## src/rtl/fetch_controller_pkg.sv

```systemverilog
// Purpose : shared constants for the instruction fetch controller.
// Latency : n/a (definitions only).
// Backpressure: n/a.
package fetch_controller_pkg;

    // Controller states
    localparam logic [1:0] ST_BOOT   = 2'd0;
    localparam logic [1:0] ST_RUN    = 2'd1;
    localparam logic [1:0] ST_HALTED = 2'd2;
    localparam logic [1:0] ST_FAULT  = 2'd3;

    // Instruction lengths in bytes
    localparam logic [31:0] C_LEN = 32'd2;
    localparam logic [31:0] I_LEN = 32'd4;

    // The first fetched byte sits in [31:24]; its two low bits sit at [25:24].
    // Any value other than 2'b11 there marks a 16-bit compressed instruction.
    localparam int C_DET_HI = 25;
    localparam int C_DET_LO = 24;

    function automatic logic is_compressed(input logic [31:0] word);
        return (word[C_DET_HI:C_DET_LO] != 2'b11);
    endfunction

endpackage

```

## src/rtl/fetch_len_decode.sv

```systemverilog
// Purpose : classify a fetched word as 16/32-bit and left-align the instruction.
// Latency : combinational.
// Backpressure: none; pure function of the memory word.
// Ports   : rdata (memory word, first byte in [31:24]) -> is_c, inst.
import fetch_controller_pkg::*;

module fetch_len_decode (
    input  logic [31:0] rdata,
    output logic        is_c,
    output logic [31:0] inst
);

    always_comb begin
        is_c = is_compressed(rdata);
        // Compressed form keeps its halfword in the upper bits, lower bits zero
        inst = is_c ? {rdata[31:16], 16'h0000} : rdata;
    end

endmodule

```

## src/rtl/fetch_controller.sv

```systemverilog
// Purpose : sequential instruction fetch with redirect, halt and misalignment fault.
// Latency : memory word arrives one cycle after mem_addr; zero-bubble redirect.
// Backpressure: inst_ready low re-reads pc_q so the presented instruction holds.
// Ports   : clk/rst_n; mem_addr/mem_rdata to instruction memory;
//           inst_valid/inst_ready/inst/inst_pc/inst_is_c to decode;
//           redirect_valid/redirect_pc/halt control; fetch_fault/fetch_count status.
import fetch_controller_pkg::*;

module fetch_controller #(
    parameter logic [31:0] RESET_PC = 32'h0000_0000
) (
    input  logic        clk,
    input  logic        rst_n,
    output logic [31:0] mem_addr,
    input  logic [31:0] mem_rdata,
    output logic        inst_valid,
    input  logic        inst_ready,
    output logic [31:0] inst,
    output logic [31:0] inst_pc,
    output logic        inst_is_c,
    input  logic        redirect_valid,
    input  logic [31:0] redirect_pc,
    input  logic        halt,
    output logic        fetch_fault,
    output logic [31:0] fetch_count
);

    logic [31:0] pc_q;
    logic [1:0]  state_q;
    logic [1:0]  state_d;
    logic        fault_q;
    logic [31:0] count_q;

    logic        redirect_take;
    logic        redirect_bad;
    logic        accept;
    logic [31:0] next_seq;

    fetch_len_decode u_len_decode (
        .rdata (mem_rdata),
        .is_c  (inst_is_c),
        .inst  (inst)
    );

    assign inst_valid  = (state_q == ST_RUN);
    assign inst_pc     = pc_q;
    assign fetch_fault = fault_q;
    assign fetch_count = count_q;

    // A redirect is honoured in every state except FAULT. An odd target is
    // not loaded; it only raises the fault and leaves pc_q where it was.
    assign redirect_take = redirect_valid && (state_q != ST_FAULT);
    assign redirect_bad  = redirect_take && redirect_pc[0];

    // The instruction on the bus is squashed by a same-cycle redirect.
    assign accept   = inst_valid && inst_ready && !redirect_take;
    assign next_seq = pc_q + (inst_is_c ? C_LEN : I_LEN);

    always_comb begin
        if (!rst_n) begin
            mem_addr = RESET_PC;
        end else if (redirect_take && !redirect_pc[0]) begin
            mem_addr = redirect_pc;
        end else if (accept) begin
            mem_addr = next_seq;
        end else begin
            mem_addr = pc_q;
        end
    end

    // Halt wins over an aligned redirect for the state; the redirect still
    // loads pc_q through mem_addr, so fetch resumes at the target later.
    always_comb begin
        state_d = state_q;
        case (state_q)
            ST_BOOT:   state_d = halt ? ST_HALTED : ST_RUN;
            ST_RUN:    if (halt)  state_d = ST_HALTED;
            ST_HALTED: if (!halt) state_d = ST_BOOT;
            default:   state_d = ST_FAULT;
        endcase
        if (redirect_bad) begin
            state_d = ST_FAULT;
        end
    end

    always_ff @(posedge clk) begin
        if (!rst_n) begin
            pc_q    <= RESET_PC;
            state_q <= ST_BOOT;
            fault_q <= 1'b0;
            count_q <= 32'd0;
        end else begin
            pc_q    <= mem_addr;
            state_q <= state_d;
            if (redirect_bad) begin
                fault_q <= 1'b1;
            end
            if (accept) begin
                count_q <= count_q + 32'd1;
            end
        end
    end

endmodule

```

## config.mk

```make
export PLATFORM = sky130hd
export DESIGN_NAME = fetch_controller
export DESIGN_NICKNAME = d
export VERILOG_FILES = /design/src/rtl/fetch_controller_pkg.sv /design/src/rtl/fetch_len_decode.sv /design/src/rtl/fetch_controller.sv
export SDC_FILE = /design/constraint.sdc
export NUM_CORES = 1
export LEC_CHECK = 0
export ABC_AREA = 0
export CELL_PAD_IN_SITES_DETAIL_PLACEMENT = 2
export CELL_PAD_IN_SITES_GLOBAL_PLACEMENT = 2
export CORE_ASPECT_RATIO = 1.4
export CORE_MARGIN = 1
export CORE_UTILIZATION = 24
export CTS_CLUSTER_SIZE = 40
export DETAILED_ROUTE_END_ITERATION = 12
export GPL_ROUTABILITY_DRIVEN = 1
export PLACE_DENSITY_LB_ADDON = 0.1
export SLEW_MARGIN = 15
export SYNTH_ARGS = -nofsm -noshare
export SYNTH_HDL_FRONTEND = slang
export SYNTH_SLANG_ARGS = --single-unit
```

## constraint.sdc

```tcl
create_clock -name clk -period 10.8 [get_ports clk]
set_clock_uncertainty 0.1 [all_clocks]
set_input_delay 3.24 -clock clk [delete_from_list [all_inputs] [get_ports clk]]
set_output_delay 3.24 -clock clk [all_outputs]
set_load 0.02 [all_outputs]
```

==> metrics.yaml, run 1 <==
timing:
  finalHoldViolCount: 0
  slew_headroom_pct: 25.3
  slew_violations: 0
  worst_pin_slew_ns: 1.12
  finalSetupTns_ns: 0
  fin_crit_ns: 9.72
  setup_viol: 0
  fmax_mhz: 103
  rsz0062_at_grt: "no"
  fin_crit_sh_pct: 90.0
route:
  routed_wl_mm: 18.8
  route.detailed.drc: 0
  wl_per_cell_um: 20.1
  vias_per_cell: 5.49
  ant_nets: 0
  firstDrtPassIters: 4
  via_count: 5119
  drtIter0Drc: 227
clocking:
  cts_inserted_buffers: 9
  clock_path_buffers: 2
  cts_tree: "yes"
  h-tree-depth: 3
  clk_pin_slew_ns: 0.06
  cts_resized: 0
  cts_root_buf: "clkbuf_16"
  hold_buffers: 0
  clock_sinks: 67
  cts_setup_buffers: 0
  clock_latency_ns: 0.34
synth:
  avgSynthCellArea_um2: 7.78
  syn_nets: 631
  netlist.area_leader.share_pct: 30.8
  synth_cell_types: 55
  ys_seq_area_share_pct: 30.8
  yosysTopAreaCell: "dfxtp_1"
  synth_edf_count: 0
  synth.area.top_cells: "dfxtp_1 (31%), a21oi_1 (5.1%), o21ai_0 (4.8%), and3_1 (4.3%), nand3_1 (3.7%)"
  syn_area_um2: 4350
  async_flop_share_pct: 0
  syn_inst: 559
  ys.flop_type: "dfxtp_1"
  yosys_warnings: 0
  ys_seq_elements: 67
place:
  place_congestion: 0.750
  portBuffers: 171
  hpwl_mm: 14.0
floorplan:
  start_util_pct: 24.8
  die-width_um: 116
  die_h_um: 161
  rows: 57
  fp.dieArea_um2: 18700
  pin_count: 200
  core_um2: 17500
finish:
  drive_gt1_share_pct: 4.89
  fillCellCount: 2055
  final_nets: 763
  syn_to_final_growth_pct: 46.7
power_and_ir_drop:
  power_uw: 689
  powerDensity_nw_per_um2: 108
  p_leak_uw: 0.00203
  peakVddDrop_uv: 53.8
global_route:
  gr-total-overflow: 0
  antenna_found_initial: 1
  grt_pass1_vias: 5576
  grt_max_degree: 45
  grt_usage_pct: 20.7
  grt_pass1_wl_mm: 29.9
worst_setup_path:
  cp_data_arrival_time_ns: 6.38
  worstPathMaxFanout: 10
  critical_path_class: "primary input to output port"
  start_kind: "primary input"
  cp_slowest_cell: "a211oi_1"
  path_cells: "clkdlybuf4s50_1 -> nand4bb_1 -> buf_4 -> a211oi_1 -> nand2_1 -> a311oi_1 -> clkdlybuf4s50_1"
  cp-end-kind: "output port"
  crit_start: "redirect_valid"
  r2r_start: "state_q[0]"
  cp.required_ns: 7.46
  crit_top_cell: "clkdlybuf4s50_1"
  cpPeakStageDelay_ns: 0.79
hold_path:
  hp-class: "flop to flop"
  min_from: "fetch_count[30]"
status:
  outcome: "finished, final reports clean"
run:
  drv_cap: 0
[Yosys cell counts, types with 17 or more instances]
master,count
clkbuf_1,26
or4_1,20
buf_4,19
o21ai_0,42
o31ai_1,21
nor2_1,19
and3_1,30
dfxtp_1,67
nand2_1,37
nand4_1,17
nand3_1,32
nor3_1,17
a21oi_1,44
[path summary, 6_finish.rpt]
check                                       end  slack (ns)  cells past startpoint
worst min register to register  fetch_count[30]        0.39                      2
worst min-delay path            fetch_count[30]        0.39                      2
worst max register to register  fetch_count[26]        7.80                      4
worst max-delay path               mem_addr[26]        1.08                      7
[where the power goes]
group	internal, uW	switching (uW)
Clock	154	120
Sequential	256	14.3
Combinational	68.5	75.4
Total	479	210
[worst max-delay path: cells and delay by family]
family | cells | cell delay [ns]
and+or+nand+nor | 2 | 0.61
buffers and inverters | 3 | 1.38
AOI/OAI and AO/OA | 2 | 1.14
[layout by cell type (no fill, tap or decap), types with 11 or more instances in the layout]
master	synthesis	routed
buf_4	19	11
and3_1	30	30
nand3_1	32	32
a311oi_1	11	11
nand2_1	37	37
a21oi_1	44	44
o31ai_1	21	21
dfxtp_1	67	67
o21ai_0	42	42
a211oi_1	15	15
or4_1	20	20
or3_1	14	14
nor3_1	17	17
and4_1	12	12
clkdlybuf4s50_1	0	171
nand4_1	17	17
nor2_1	19	19
nor4_1	14	14
[kinds of logic after synthesis]
group                    Yosys count  share of synthesized area [%]
AND/OR/NAND/NOR                  239                           32.4
AO/OA/AOI/OAI                    166                           24.5
buffers and inverters             70                           8.40
flip-flops                        67                           30.8
XOR/XNOR                          10                           2.01
multiplexers                       4                          0.921
adder cells (fa/ha/maj)            3                          0.863
[per-stage QoR]
step	cells	cell area, um^2	utilization (%)	hold WS (ns)	worst slack, ns
3_5_place_dp	916	6110	34.8	0.384	0.942
6_report	933	6380	36.4	0.389	1.08
3_3_place_gp	916	6110	34.8	0.366	1.02
4_1_cts	932	6380	36.3	0.391	1.02
2_1_floorplan	559	4350	-	0.440	2.19
5_1_grt	933	6380	36.4	0.438	0.823
[registers in the layout, indices dropped and copies added (netlist names)]
signal,flops
state_q,2
fetch_count,32
inst_pc,32
fetch_fault,1
[layer usage]
metal  GRT usage, %  part of all wire (%)  vias to the layer above
met5              0                     0                        -
met3           2.70                   3.3                       34
met4           8.97                   2.9                        0
met1           22.7                    39                     2529
li1               -                     -                     2422
met2           39.0                    55                      134
[layout make-up]
cell class / count / area (um^2) / area share (%)
inverters: 9 / 33.8 / 0.530
flip-flops and latches: 67 / 1340 / 21.0
clock buffers: 9 / 225 / 3.53
repair buffers: 182 / 1790 / 28.1
diodes: 1 / 2.50 / 0.0392
well taps: 236 / 295 / 4.63
multi-input cells: 422 / 2640 / 41.4
clock inverters: 7 / 45.0 / 0.706
Power figures use the tool's default switching activity.
==> run 2, diff against run 1 <==
CTS_CLUSTER_DIAMETER = 120   (was default)
PLACE_DENSITY = 0.87   (was default)
PLACE_DENSITY_LB_ADDON = default   (was 0.1)
==> run 2 against run 1 <==
Net effect: utilization is 0.48 points higher; via count is 2.1% higher; first-iteration DRC count grew 10%; sequential share of layout area decreased by 0.28 points; critical path depth is 3 higher; global-route usage grew 0.37 points; maximum frequency shrank 2.0%; power is 12% higher; critical endpoint is now mem_addr[19].
==> metrics.yaml, run 2 (synthesis results as in run 1) <==
finish:
  final_cells: 933  # unchanged
  drive_gt1_share_pct: 5.02  # was 4.89%
  final_common_cell: "clkdlybuf4s50_1"  # unchanged
  fillCellCount: 2005  # was 2055
  layout_common_cells: "clkdlybuf4s50_1 (171), dfxtp_1 (67), a21oi_1 (44)"  # unchanged
  syn_to_final_growth_pct: 48.7  # was 46.7%
  antennaDiodeCount: 0  # was 1
  final_nets: 764  # was 763
  final_design_area_no_fill_um2: 6460  # was 6380 um^2
timing:
  fin_hold_ws_ns: 0.382  # was 0.389 ns
  finalSetupTns_ns: 0  # unchanged
  setup_viol: 0  # unchanged
  rsz0062_at_grt: "no"  # unchanged
  finalHoldViolCount: 0  # unchanged
  fmax_mhz: 101  # was 103 MHz
  slew_violations: 0  # unchanged
  fin_crit_ns: 9.91  # was 9.72 ns
  worst_pin_slew_ns: 1.04  # was 1.12 ns
  fin_crit_sh_pct: 91.8  # was 90.0%
  slew_headroom_pct: 30.4  # was 25.3%
global_route:
  grt_pass1_wl_mm: 30.7  # was 29.9 mm
  antenna_found_initial: 0  # was 1
  grt.busiest_layer: "met2"  # unchanged
  grt_pass1_vias: 5735  # was 5576
  grt_max_degree: 39  # was 45
  gr-total-overflow: 0  # unchanged
  grt_util_met3_pct: 3.75  # was 2.70%
  grt_usage_pct: 21.1  # was 20.7%
  grtUsageMet2_pct: 39.4  # was 39.0%
  met1_usage_pct: 23.1  # was 22.7%
clocking:
  h-tree-depth: 3  # unchanged
  clock_sinks: 67  # unchanged
  cts_tree: "yes"  # unchanged
  hold_buffers: 0  # unchanged
  cts_inserted_buffers: 9  # unchanged
  cts_resized: 0  # unchanged
  clk_pin_slew_ns: 0.06  # about the same
  cts_root_buf: "clkbuf_16"  # unchanged
  clock_path_buffers: 2  # unchanged
  cts_setup_buffers: 0  # unchanged
  clock_latency_ns: 0.35  # was 0.34 ns
route:
  wl_per_cell_um: 20.6  # was 20.1 um
  ant_nets: 0  # unchanged
  via_count: 5224  # was 5119
  routed_wl_mm: 19.2  # was 18.8 mm
  vias_per_cell: 5.60  # was 5.49
  drtIter0Drc: 250  # was 227
  firstDrtPassIters: 4  # unchanged
  route.detailed.drc: 0  # unchanged
worst_setup_path:
  start_kind: "primary input"  # unchanged
  cp_data_arrival_time_ns: 6.57  # was 6.38 ns
  critical_path_class: "primary input to output port"  # unchanged
  cpPeakStageDelay_ns: 0.65  # was 0.79 ns
  path_cells: "clkdlybuf4s50_1 -> buf_4 -> nand2_1 -> ha_1 -> ha_1 -> a31oi_1 -> or3_1 -> nor4_1 -> nor3_1 -> clkdlybuf4s50_1"  # was clkdlybuf4s50_1 -> nand4bb_1 -> buf_4 -> a211oi_1 -> nand2_1 -> a311oi_1 -> clkdlybuf4s50_1
  cp-end-kind: "output port"  # unchanged
  cp_slowest_cell: "clkdlybuf4s50_1"  # was a211oi_1
  cp.required_ns: 7.46  # about the same
  worstPathMaxFanout: 21  # was 10
place:
  place_congestion: 0.775  # was 0.750
  hpwl_mm: 14.3  # was 14.0 mm
  portBuffers: 171  # unchanged
  placed_area_um2: 6110  # about the same
  dp_cells: 917  # was 916
status:
  outcome: "finished, final reports clean"  # unchanged
power_and_ir_drop:
  p_leak_uw: 0.00207  # was 0.00203 uW
  peakVddDrop_uv: 68.9  # was 53.8 uV
  powerDensity_nw_per_um2: 119  # was 108 nW/um^2
floorplan:
  die_h_um: 161  # unchanged
  start_util_pct: 24.8  # unchanged
  core_um2: 17500  # unchanged
  pin_count: 200  # unchanged
  fp.dieArea_um2: 18700  # unchanged
  rows: 57  # unchanged
  die-width_um: 116  # unchanged
run:
  drv_cap: 0  # unchanged
hold_path:
  hp-class: "flop to flop"  # unchanged
==> run 2: cell count changes in the layout (fill, tap and decap cells not counted), sizes merged <==
cell / before / now
inv: 8 / 9
bufinv: 0 / 3
diode: 1 / 0
buf: 11 / 12
clkinvlp: 1 / 0
clkinv: 7 / 4
==> run 2: power by group <==
part / internal [uW] / switching (uW)
Sequential: 256 / 14.2
Clock: 228 / 129
Combinational: 68.3 / 74.9
Total: 552 / 218
==> run 2: path summary, 6_finish.rpt <==
path | from | slack [ns] | endpoint | depth (start not counted)
min | fetch_fault | 0.38 | fetch_fault | 2
max reg2reg | state_q[1] | 7.88 | fetch_count[26] | 4
min reg2reg | fetch_fault | 0.38 | fetch_fault | 2
max | mem_rdata[24] | 0.89 | mem_addr[19] | 10
==> run 2: worst max-delay path, delay by kind of cell <==
kind | cells | cell delay (ns)
compound gates | 1 | 0.40
fa+ha+maj | 2 | 0.42
buf+inv | 3 | 1.33
simple gates | 4 | 1.17
==> run 2: metrics by stage <==
| step | util [%] | power, uW | worst slack (ns) |
|---|---|---|---|
| after floorplan | - | 349 | 2.19 |
| after global placement | 34.8 | 415 | 1.02 |
| after detailed placement | 34.8 | 420 | 0.857 |
| after CTS | 36.8 | 780 | 0.833 |
| after global routing | 36.8 | 799 | 0.656 |
| final | 36.8 | 770 | 0.889 |
==> run 2: area by class of cell <==
type / instances / area, um^2 / share of cell area, %
Clock buffer: 9 / 225 / 3.48
Clock inverter: 7 / 125 / 1.94
Inverter: 9 / 33.8 / 0.523
Multi-Input combinational cell: 422 / 2640 / 40.9
Sequential cell: 67 / 1340 / 20.8
Tap cell: 236 / 295 / 4.57
Timing Repair Buffer: 183 / 1800 / 27.9
==> run 2: routing by layer <==
metal	vias up	part of all wire (%)	routed length [um]
met4	0	2.4	461
met5	-	0	0
met1	2611	39	7520
met3	33	4.5	862
met2	157	54	10400
li1	2423	-	-
